<file path="src/rtl/seq_serializer.sv">
// seq_serializer: parallel-to-serial source stage for the seq_mealy detector.
// Words arrive on a valid/ready handshake and leave one bit per enabled clock.
// The next word can be loaded on the last bit's edge, so there is no idle gap.
module seq_serializer #(
   parameter int WIDTH     = 8,
   parameter bit MSB_FIRST = 1'b1,
   parameter bit IDLE_BIT  = 1'b0
) (
   input  logic             clk,
   input  logic             rst,
   input  logic [WIDTH-1:0] din,
   input  logic             din_valid,
   output logic             din_ready,
   input  logic             en,
   output logic             out,
   output logic             out_valid,
   output logic             frame_done,
   output logic             busy
);

   localparam int             CW   = $clog2(WIDTH);
   localparam logic [CW-1:0] LAST = CW'(WIDTH - 1);

   typedef enum logic {IDLE, SHIFT} state_t;

   state_t           state, state_nxt;
   logic [WIDTH-1:0] sreg, sreg_nxt;
   logic [CW-1:0]    cnt, cnt_nxt;
   logic             out_nxt;
   logic             last_en;

   // The last bit is on the line and the line is advancing this cycle.
   assign last_en    = (state == SHIFT) && (cnt == LAST) && en;
   assign out_valid  = (state == SHIFT);
   assign busy       = out_valid;
   assign frame_done = last_en;
   assign din_ready  = (state == IDLE) || last_en;

   // Head bit of a shift-register image, honouring the transmit order.
   function automatic logic head_bit(input logic [WIDTH-1:0] v);
      return MSB_FIRST ? v[WIDTH-1] : v[0];
   endfunction

   // Move the next bit into the head position.
   function automatic logic [WIDTH-1:0] advance(input logic [WIDTH-1:0] v);
      return MSB_FIRST ? {v[WIDTH-2:0], 1'b0} : {1'b0, v[WIDTH-1:1]};
   endfunction

   // State, shift register, bit counter and the registered serial output.
   always_ff @(posedge clk or posedge rst) begin
      if (rst) begin
         state <= IDLE;
         sreg  <= '0;
         cnt   <= '0;
         out   <= IDLE_BIT;
      end else begin
         state <= state_nxt;
         sreg  <= sreg_nxt;
         cnt   <= cnt_nxt;
         out   <= out_nxt;
      end
   end

   // Next-state: accept in IDLE regardless of en; in SHIFT advance only on en.
   always_comb begin
      state_nxt = state;
      sreg_nxt  = sreg;
      cnt_nxt   = cnt;
      case (state)
         IDLE: begin
            if (din_valid) begin
               state_nxt = SHIFT;
               sreg_nxt  = din;
               cnt_nxt   = '0;
            end
         end
         SHIFT: begin
            if (en) begin
               if (cnt != LAST) begin
                  sreg_nxt = advance(sreg);
                  cnt_nxt  = cnt + CW'(1);
               end else if (din_valid) begin
                  sreg_nxt = din;
                  cnt_nxt  = '0;
               end else begin
                  state_nxt = IDLE;
                  sreg_nxt  = '0;
                  cnt_nxt   = '0;
               end
            end
         end
         default: begin
            state_nxt = IDLE;
            sreg_nxt  = '0;
            cnt_nxt   = '0;
         end
      endcase
      out_nxt = (state_nxt == SHIFT) ? head_bit(sreg_nxt) : IDLE_BIT;
   end

endmodule

</file>
<file path="config.mk">
export PLATFORM = sky130hd
export DESIGN_NAME = seq_serializer
export DESIGN_NICKNAME = d
export VERILOG_FILES = /design/src/rtl/seq_serializer.sv
export SDC_FILE = /design/constraint.sdc
export NUM_CORES = 1
export LEC_CHECK = 0
export CAP_MARGIN = 15
export CORE_UTILIZATION = 51
export DETAILED_ROUTE_END_ITERATION = 6
export GPL_ROUTABILITY_DRIVEN = 0
export PLACE_DENSITY = 0.86
export SYNTH_ARGS = -nofsm -noshare
export SYNTH_HDL_FRONTEND = slang
export SYNTH_SLANG_ARGS = --single-unit
</file>
<file path="constraint.sdc">
create_clock -name clk -period 2.9 [get_ports clk]
set_input_delay 0.725 -clock clk [delete_from_list [all_inputs] [get_ports clk]]
set_output_delay 0.725 -clock clk [all_outputs]
set_load 0.01 [all_outputs]
</file>
**After elaboration in Yosys (flattened, before gate mapping)**

Cells that the tools add are included.

- Output and inout port bits: 5
- Word-level logic and storage cells: 29
- Input port bits: 12
- Bits in registers: 13

- Multiplexer cells: 14
- $add $sub $neg: 1
- Reductions and logical operators: 4
- Bitwise gates (word level): 1
- Eq/ne operators: 4

Operators with widths:

| operator | count |
|---|---|
| 2-to-1 mux 8 bit | 4 |
| one-hot mux 8 bit (2 select lines) | 1 |
| 2-to-1 mux 3 bit | 3 |
| one-hot mux 3 bit (2 select lines) | 1 |
| 2-to-1 mux 1 bit | 4 |
| inequality test 2 bit, second input constant | 2 |
| adder 3 x 1 -> 3 bit, second input constant | 1 |
| == test 3 bit, second input constant | 1 |
| inequality test 3 bit, second input constant | 1 |
| logical AND 1 bit | 2 |
| one-hot mux 1 bit (2 select lines) | 1 |
| AND reduction 2 bit | 1 |
| logical OR 1 bit | 1 |
| NOT 1 bit | 1 |

**Logic depth before layout (Yosys ltp)**

Gate-level depths: netlist of run 1.

- Depth in word-level cells: 5
- Mapped depth: 7

**Worst setup path before layout of run 1**

OpenSTA, ideal clock, no wires.

- Path kind: input to output
- Start point: in en
- End point: out din_ready
- Data arrival time: 1.053 ns
- Stages: 3
- Buffers on the path: 1
- Slack: 1.122 ns
- Data required time: 2.175 ns
- Path through: buf_6 nand2_1 nand2_1

- Cells in the longest elaborated chain, start to end: 2

RTL lines:

| what | line | text |
|---|---|---|
| start: declaration | 14 | `input logic en,` |
| logical AND 1 bit | 33 | `assign last_en = (state == SHIFT) && (cnt == LAST) && en;` |
| logical OR 1 bit | 37 | `assign din_ready = (state == IDLE) \|\| last_en;` |
| end: declaration | 13 | `output logic din_ready,` |

No other way between the ends.

**Worst setup path in the final report of run 1**

Ends and elaborated chain as after synthesis.

==> impl_metrics.xml, run 1 <==
<?xml version="1.0" encoding="UTF-8"?>
<metrics>
  <group name="outcome">
    <metric name="run_status" unit="">complete, no violations</metric>
  </group>
  <group name="drt">
    <metric name="detailedRoute.firstIterationViolations" unit="">20</metric>
    <metric name="wl_per_cell" unit="um">13.8</metric>
    <metric name="final_routed_wirelength" unit="um">1450</metric>
    <metric name="drt-pass1-iter-count" unit="">4</metric>
    <metric name="vias_per_cell" unit="">5.81</metric>
    <metric name="count_of_nets_left_with_antenna_violations_after_detail_routing" unit="">0</metric>
    <metric name="drc" unit="">0</metric>
    <metric name="routed-via-count" unit="">610</metric>
  </group>
  <group name="synthesis">
    <metric name="yosys.area_share.adder" unit="%">5.15</metric>
    <metric name="postSynthAreaPerCell" unit="um^2">9.84</metric>
    <metric name="yosys_warnings" unit="">0</metric>
    <metric name="synth-compound-area-share" unit="%">23.2</metric>
    <metric name="synth.yosys.seq_area_share" unit="%">44.7</metric>
    <metric name="postSynthNetCount" unit="">89</metric>
    <metric name="post_synth_instance_area" unit="um^2">728</metric>
    <metric name="postSynthRegisterBits" unit="">13</metric>
    <metric name="main_combinational_cell_family_by_area_after_synthesis" unit="">compound AO/OA/AOI/OAI gates</metric>
    <metric name="synth_xor_xnor_area_share" unit="%">0</metric>
    <metric name="synth.area.mux_share" unit="%">4.47</metric>
    <metric name="synth_cell_type_count" unit="">23</metric>
    <metric name="synthSimpleGateAreaFrac" unit="%">13.2</metric>
    <metric name="post_synth_inst_count" unit="">74</metric>
  </group>
  <group name="cts">
    <metric name="clockBufferDepth" unit="">2</metric>
    <metric name="cts_setup_buffers" unit="">0</metric>
    <metric name="cts.root.buffer_cell" unit="">sky130_fd_sc_hd__clkbuf_4</metric>
    <metric name="cts_inserted_buffers" unit="">3</metric>
    <metric name="hold_buffers" unit="">0</metric>
    <metric name="clock_latency_at_the_later_pin_of_the_worst_skew_pair" unit="ns">0.28</metric>
    <metric name="cts_tree" unit="">built</metric>
    <metric name="ctsResizeCount" unit="">0</metric>
    <metric name="cts.reportedPaths.clkPinSlew" unit="ns">0.08</metric>
    <metric name="cts_max_level" unit="">1</metric>
    <metric name="clock_sink_count" unit="">13</metric>
  </group>
  <group name="sta">
    <metric name="worst_clock_skew" unit="ns">0.00351</metric>
    <metric name="timing.final.crit_share" unit="%">94.3</metric>
    <metric name="final_critical_path_time_including_i_o_delays_and_setup" unit="ns">2.73</metric>
    <metric name="rsz0062_at_grt" unit="">false</metric>
    <metric name="clock.fmax" unit="GHz">0.366</metric>
    <metric name="finalWorstSetupSlack" unit="ns">0.167</metric>
    <metric name="timing.max_slew.rel_slack" unit="%">65.9</metric>
    <metric name="fin_hold_ws" unit="ns">0.538</metric>
    <metric name="setup_viol_count_final" unit="">0</metric>
    <metric name="timing.final.hold_violations" unit="">0</metric>
    <metric name="worst_pin_slew" unit="ns">0.512</metric>
    <metric name="drv_slew" unit="">0</metric>
    <metric name="finalSetupTns" unit="ns">0</metric>
  </group>
  <group name="worst_hold_path">
    <metric name="timing.hold.worst_endpoint" unit="">sreg[1]</metric>
    <metric name="timing.hold.worst.class" unit="">reg -&gt; reg</metric>
    <metric name="hold_start" unit="">sreg[1]</metric>
    <metric name="holdPathStages" unit="">2</metric>
  </group>
  <group name="place">
    <metric name="place.detailed.hpwl" unit="um">1080</metric>
    <metric name="placement.setup.worst_slack" unit="ns">0.177</metric>
    <metric name="port_buffers" unit="">16</metric>
  </group>
  <group name="die">
    <metric name="die_x" unit="um">39.8</metric>
    <metric name="floorplan.core_area" unit="mm^2">0.00132</metric>
    <metric name="effective_utilization_at_floorplan" unit="%">55.3</metric>
    <metric name="design.die.area" unit="mm^2">0.00158</metric>
    <metric name="dieHeight" unit="um">39.8</metric>
    <metric name="floorplan.rows" unit="">13</metric>
    <metric name="io-pin-count" unit="">17</metric>
  </group>
  <group name="power">
    <metric name="max-vdd-ir-drop" unit="uV">403</metric>
    <metric name="post-layout-total-power" unit="mW">0.684</metric>
    <metric name="power.density" unit="mW/mm^2">767</metric>
    <metric name="leakage" unit="nW">0.413</metric>
  </group>
  <group name="setup_path">
    <metric name="crit_required" unit="ns">2.17</metric>
    <metric name="worst-r2r-setup-slack" unit="ns">1.20</metric>
    <metric name="end_of_the_worst_register_to_register_path" unit="">sreg[7]</metric>
    <metric name="crit-reg2reg-launch" unit="">cnt[0]</metric>
    <metric name="setup.worst_path.start_class" unit="">input pin</metric>
    <metric name="worstSetupPathType" unit="">in -&gt; out</metric>
    <metric name="cp_max_fo" unit="">4</metric>
    <metric name="endpoint_kind" unit="">output port</metric>
    <metric name="cp_data_arrival_time" unit="ns">2.01</metric>
    <metric name="reg2regPathDepth" unit="">6</metric>
  </group>
  <group name="grt">
    <metric name="grt.total_usage" unit="%">21.9</metric>
    <metric name="number_of_global_route_vias_before_repair" unit="">498</metric>
    <metric name="grt_max_degree" unit="">17</metric>
    <metric name="global_route.overflow_total" unit="">0</metric>
    <metric name="first_pass_grt_wire_length" unit="um">2150</metric>
    <metric name="grt_antenna_before_repair" unit="">0</metric>
  </group>
  <group name="flow_run">
    <metric name="timing.max_cap.violations" unit="">0</metric>
  </group>
  <group name="cells_and_area">
    <metric name="fraction_of_final_layout_cells_with_drive_strength_greater_than_1" unit="%">12.2</metric>
    <metric name="antenna_cells" unit="">0</metric>
    <metric name="synth_to_final_area_change" unit="%">22.5</metric>
    <metric name="final_nets" unit="">106</metric>
  </group>
</metrics>
logic make-up after synthesis:
logic type,Yosys count
AOI/OAI and AO/OA,25
adders and majority gates,3
buffers and inverters,10
DFF,13
muxes,3
and+or+nand+nor,20
worst max-delay path: stages:
cell                              delay (ns)
sky130_fd_sc_hd__clkdlybuf4s50_1        0.49
sky130_fd_sc_hd__nand2_1                0.12
sky130_fd_sc_hd__nand2_1                0.12
sky130_fd_sc_hd__clkdlybuf4s50_1        0.55
through the flow:
step | utilization [%] | cells | area, um^2
finish | 67.7 | 105 | 892
global route | 67.7 | 105 | 892
CTS | 67.7 | 105 | 892
detailed placement | 65.7 | 101 | 866
global placement | 65.7 | 101 | 866
floorplan | - | 74 | 728
metal layers:
metal	up-vias	wire, um	track usage [%]
met5	-	0	0
met4	0	27	10.3
met3	4	57	8.52
met2	14	695	33.6
met1	297	669	26.4
li1	295	-	-
cell usage after synthesis:
cell | instances | area share, %
sky130_fd_sc_hd__a21oi_1 | 8 | 5.5
sky130_fd_sc_hd__dfrtp_1 | 13 | 45
sky130_fd_sc_hd__nand2_1 | 8 | 4.1
sky130_fd_sc_hd__ha_1 | 3 | 5.2
sky130_fd_sc_hd__buf_4 | 2 | 2.1
sky130_fd_sc_hd__mux2_2 | 2 | 3.1
sky130_fd_sc_hd__nor3_1 | 1 | 0.69
sky130_fd_sc_hd__o22a_1 | 1 | 1.2
sky130_fd_sc_hd__a21o_1 | 1 | 1.0
sky130_fd_sc_hd__and3b_1 | 1 | 1.2
sky130_fd_sc_hd__a22oi_1 | 6 | 6.2
sky130_fd_sc_hd__nand3_1 | 1 | 0.69
sky130_fd_sc_hd__a31oi_1 | 1 | 0.86
sky130_fd_sc_hd__o21ai_0 | 3 | 2.1
sky130_fd_sc_hd__buf_6 | 3 | 4.6
sky130_fd_sc_hd__inv_1 | 5 | 2.6
sky130_fd_sc_hd__and3_2 | 1 | 1.0
sky130_fd_sc_hd__mux2i_1 | 1 | 1.4
sky130_fd_sc_hd__nor2_1 | 7 | 3.6
sky130_fd_sc_hd__a21oi_2 | 2 | 2.4
sky130_fd_sc_hd__a22o_1 | 2 | 2.4
sky130_fd_sc_hd__nor2b_4 | 1 | 1.9
sky130_fd_sc_hd__o221a_2 | 1 | 1.5
how the worst max path moves through the flow:
stage	startpoint	end
6_report	en	din_ready
5_1_grt	en	din_ready
4_1_cts	en	din_ready
3_5_place_dp	en	din_ready
3_3_place_gp	en	din_ready
2_1_floorplan	en	din_ready
state kept, by name (all words and copies together) (netlist names):
register  count
out           1
sreg          8
busy          1
cnt           3
where the power goes:
part	total [mW]	switching (mW)	leakage, nW	internal (mW)
logic	0.270	0.118	0.241	0.152
clock network	0.113	0.0598	0.0150	0.0534
registers	0.301	0.0532	0.157	0.248
layout make-up:
| cell class | instances | area (um^2) |
|---|---|---|
| fillers | 106 | 425 |
| inverters | 5 | 18.8 |
| repair buffers | 17 | 168 |
| clock buffers | 4 | 26.3 |
| flip-flops and latches | 13 | 325 |
| well taps | 15 | 18.8 |
| multi-input cells | 51 | 335 |
placed cells by master, fill, tap and decap left out:
cell / count
sky130_fd_sc_hd__a21o_1: 1
sky130_fd_sc_hd__a21oi_1: 8
sky130_fd_sc_hd__a21oi_2: 2
sky130_fd_sc_hd__a22o_1: 2
sky130_fd_sc_hd__a22oi_1: 6
sky130_fd_sc_hd__a31oi_1: 1
sky130_fd_sc_hd__and3_2: 1
sky130_fd_sc_hd__and3b_1: 1
sky130_fd_sc_hd__buf_4: 1
sky130_fd_sc_hd__clkbuf_1: 1
sky130_fd_sc_hd__clkbuf_4: 3
sky130_fd_sc_hd__clkdlybuf4s50_1: 16
sky130_fd_sc_hd__dfrtp_1: 13
sky130_fd_sc_hd__ha_1: 3
sky130_fd_sc_hd__inv_1: 5
sky130_fd_sc_hd__mux2_2: 2
sky130_fd_sc_hd__mux2i_1: 1
sky130_fd_sc_hd__nand2_1: 8
sky130_fd_sc_hd__nand3_1: 1
sky130_fd_sc_hd__nor2_1: 7
sky130_fd_sc_hd__nor2b_4: 1
sky130_fd_sc_hd__nor3_1: 1
sky130_fd_sc_hd__o21ai_0: 3
sky130_fd_sc_hd__o221a_2: 1
sky130_fd_sc_hd__o22a_1: 1
(Power assumes the default switching activity.)
==> run 2, diff against run 1 <==
--- a/config.mk
+++ b/config.mk
@@ -10,6 +10,7 @@
 export DETAILED_ROUTE_END_ITERATION = 6
 export GPL_ROUTABILITY_DRIVEN = 0
 export PLACE_DENSITY = 0.86
+export REMOVE_ABC_BUFFERS = 1
 export SYNTH_ARGS = -nofsm -noshare
 export SYNTH_HDL_FRONTEND = slang
 export SYNTH_SLANG_ARGS = --single-unit
==> run 2 against run 1 <==
Setup slack improved by 0.13 ns. Sequential cell count unchanged. Routed wire length is 2.9% higher. Worst hold slack gained 0.0041 ns. Die area stayed put. Critical path type is now reg -> out. Non-clock buffer count is 1 higher. Power grew 1.6%. Critical path depth increased by 1. Count of clock-buffer cells in the layout is the same. Register-to-register slack got worse by 0.03 ns. Final cell count increased by 0.95%.
==> impl_metrics.xml, run 2 (synthesized netlist as in run 1, its figures left out) <==
<?xml version="1.0" encoding="UTF-8"?>
<metrics>
  <group name="cells_and_area">
    <metric name="synth_to_final_area_change" unit="%">23.9</metric>
    <metric name="highest_count_cells_in_the_layout_ignoring_fill_and_taps" unit="">sky130_fd_sc_hd__clkdlybuf4s50_1 (15), sky130_fd_sc_hd__dfrtp_1 (13), sky130_fd_sc_hd__nand2_1 (8), sky130_fd_sc_hd__a21oi_1 (8), sky130_fd_sc_hd__nor2_1 (7)</metric>
    <metric name="layout_commonest_cell" unit="">sky130_fd_sc_hd__clkdlybuf4s50_1</metric>
    <metric name="biggestRegsByFlops" unit="">sreg: 8 flops, cnt: 3 flops</metric>
    <metric name="antenna_cells" unit="">0</metric>
    <metric name="ff_latch_area" unit="um^2">325</metric>
    <metric name="final_nets" unit="">107</metric>
    <metric name="largest_register_by_flop_count" unit="">sreg</metric>
    <metric name="largest_register_ffs" unit="">8</metric>
    <metric name="fraction_of_final_layout_cells_with_drive_strength_greater_than_1" unit="%">13.2</metric>
    <metric name="nFillCells" unit="">105</metric>
    <metric name="final_core_utilization" unit="%">68.5</metric>
    <metric name="finished_cell_area" unit="um^2">902</metric>
    <metric name="multi_input_area" unit="um^2">335</metric>
  </group>
  <group name="setup_path">
    <metric name="critPathLaunch" unit="">cnt[0]</metric>
    <metric name="crit-reg2reg-launch" unit="">cnt[0]</metric>
    <metric name="end_of_the_worst_register_to_register_path" unit="">sreg[7]</metric>
    <metric name="critPathMaxStageDelay" unit="ns">0.49</metric>
    <metric name="cp.depth" unit="">5</metric>
    <metric name="setup.worst_path.start_class" unit="">flip-flop</metric>
    <metric name="cp_max_fo" unit="">4</metric>
    <metric name="worst-r2r-setup-slack" unit="ns">1.17</metric>
    <metric name="crit_required" unit="ns">2.17</metric>
    <metric name="critical_path_buf_inv_count" unit="">1</metric>
    <metric name="cp_top_delay_family" unit="">buffers and inverters</metric>
    <metric name="endpoint_kind" unit="">output port</metric>
    <metric name="path_cells" unit="">ha_1 &gt; ha_1 &gt; nand2_1 &gt; nand2_1 &gt; clkdlybuf4s50_1</metric>
    <metric name="worstSetupPathType" unit="">reg -&gt; out</metric>
    <metric name="critical_path_sink" unit="">din_ready</metric>
    <metric name="slowest_stage" unit="">sky130_fd_sc_hd__clkdlybuf4s50_1</metric>
    <metric name="reg2regPathDepth" unit="">6</metric>
    <metric name="cp_data_arrival_time" unit="ns">1.88</metric>
  </group>
  <group name="drt">
    <metric name="route.layer.met1.wl" unit="um">697</metric>
    <metric name="route.met2.wl" unit="um">688</metric>
    <metric name="routed-via-count" unit="">616</metric>
    <metric name="detailedRoute.firstIterationViolations" unit="">24</metric>
    <metric name="count_of_nets_left_with_antenna_violations_after_detail_routing" unit="">0</metric>
    <metric name="drt-pass1-iter-count" unit="">5</metric>
    <metric name="top_layer_used" unit="">met4</metric>
    <metric name="final_routed_wirelength" unit="um">1490</metric>
    <metric name="vias_per_cell" unit="">5.81</metric>
    <metric name="drc" unit="">0</metric>
    <metric name="wl_per_cell" unit="um">14.1</metric>
    <metric name="routed-wl-met3" unit="um">83</metric>
  </group>
  <group name="die">
    <metric name="dieHeight" unit="um">39.8</metric>
    <metric name="floorplan.core_area" unit="mm^2">0.00132</metric>
    <metric name="design.die.area" unit="mm^2">0.00158</metric>
    <metric name="floorplan.rows" unit="">13</metric>
    <metric name="effective_utilization_at_floorplan" unit="%">55.3</metric>
    <metric name="io-pin-count" unit="">17</metric>
    <metric name="die_x" unit="um">39.8</metric>
  </group>
  <group name="grt">
    <metric name="grt.total_usage" unit="%">23.2</metric>
    <metric name="number_of_global_route_vias_before_repair" unit="">540</metric>
    <metric name="global_route.overflow_total" unit="">0</metric>
    <metric name="grt_max_degree" unit="">14</metric>
    <metric name="grt_antenna_before_repair" unit="">0</metric>
    <metric name="first_pass_grt_wire_length" unit="um">2320</metric>
  </group>
  <group name="place">
    <metric name="post_dp_cell_area" unit="um^2">873</metric>
    <metric name="placement.setup.worst_slack" unit="ns">0.0768</metric>
    <metric name="port_buffers" unit="">16</metric>
    <metric name="place.detailed.hpwl" unit="um">1040</metric>
  </group>
  <group name="cts">
    <metric name="clockBufferDepth" unit="">2</metric>
    <metric name="hold_buffers" unit="">0</metric>
    <metric name="clock_sink_count" unit="">13</metric>
    <metric name="cts.root.buffer_cell" unit="">sky130_fd_sc_hd__clkbuf_4</metric>
    <metric name="clock_latency_at_the_later_pin_of_the_worst_skew_pair" unit="ns">0.28</metric>
    <metric name="cts.reportedPaths.clkPinSlew" unit="ns">0.08</metric>
    <metric name="cts_max_level" unit="">1</metric>
    <metric name="cts_tree" unit="">built</metric>
    <metric name="cts_inserted_buffers" unit="">3</metric>
  </group>
  <group name="sta">
    <metric name="drv_slew" unit="">0</metric>
    <metric name="worst_pin_slew" unit="ns">0.528</metric>
    <metric name="timing.final.hold_violations" unit="">0</metric>
    <metric name="timing.final.crit_share" unit="%">89.8</metric>
    <metric name="rsz0062_at_grt" unit="">false</metric>
    <metric name="worst_clock_skew" unit="ns">0.00321</metric>
    <metric name="setup_viol_count_final" unit="">0</metric>
    <metric name="clock.fmax" unit="GHz">0.384</metric>
    <metric name="timing.max_slew.rel_slack" unit="%">64.8</metric>
    <metric name="final_critical_path_time_including_i_o_delays_and_setup" unit="ns">2.60</metric>
    <metric name="finalSetupTns" unit="ns">0</metric>
    <metric name="finalWorstSetupSlack" unit="ns">0.296</metric>
  </group>
  <group name="power">
    <metric name="post-layout-total-power" unit="mW">0.695</metric>
    <metric name="power.density" unit="mW/mm^2">771</metric>
    <metric name="leakage" unit="nW">0.426</metric>
    <metric name="max-vdd-ir-drop" unit="uV">473</metric>
  </group>
  <group name="outcome">
    <metric name="run_status" unit="">complete, no violations</metric>
  </group>
  <group name="worst_hold_path">
    <metric name="timing.hold.worst.class" unit="">reg -&gt; reg</metric>
  </group>
  <group name="flow_run">
    <metric name="timing.max_cap.violations" unit="">0</metric>
  </group>
</metrics>
==> run 2: cell count changes in the layout (fill, tap and decap cells not counted) <==
cell                              previous run  this run
sky130_fd_sc_hd__dlymetal6s2s_1              0         1
sky130_fd_sc_hd__clkdlybuf4s50_1            16        15
sky130_fd_sc_hd__buf_4                       1         2
==> run 2: routing by layer <==
metal	GRT usage [%]	up-vias
li1	-	294
met1	31.2	295
met4	12.1	0
met2	32.8	23
met3	6.82	4
met5	0	-
==> run 2: final cells by class <==
class	instances	area share [%]
Inverter	5	2.08
Multi-Input combinational cell	51	37.2
Sequential cell	13	36.1
Clock buffer	4	2.91
Timing Repair Buffer	18	19.7
Tap cell	15	2.08
==> run 2: worst min path at each step <==
stage          startpoint       to  cells after the start  slack, ns
6_report           cnt[1]   cnt[1]                      1       0.54
5_1_grt            cnt[1]   cnt[1]                      1       0.58
4_1_cts            cnt[1]   cnt[1]                      1       0.55
3_5_place_dp       cnt[1]   cnt[1]                      1       0.53
3_3_place_gp      sreg[2]  sreg[2]                      2       0.51
2_1_floorplan     sreg[1]  sreg[1]                      2       0.50
==> run 2: metrics by stage <==
stage | hold WS (ns) | std cells
3_3_place_gp | 0.509 | 102
3_5_place_dp | 0.526 | 102
4_1_cts | 0.548 | 106
6_report | 0.542 | 106
5_1_grt | 0.576 | 106
2_1_floorplan | 0.496 | 69
==> run 2: where the power goes <==
part / internal [mW] / total [mW] / switching, mW / leakage [nW]
clock: 0.0534 / 0.113 / 0.0601 / 0.0150
sequential: 0.248 / 0.301 / 0.0523 / 0.157
combinational: 0.155 / 0.281 / 0.126 / 0.255
==> run 2: repair_timing <==
action,in CTS,in global routing
setup buffers,0,0
endpoints found under the setup margin,0,1
gates resized for setup,0,1
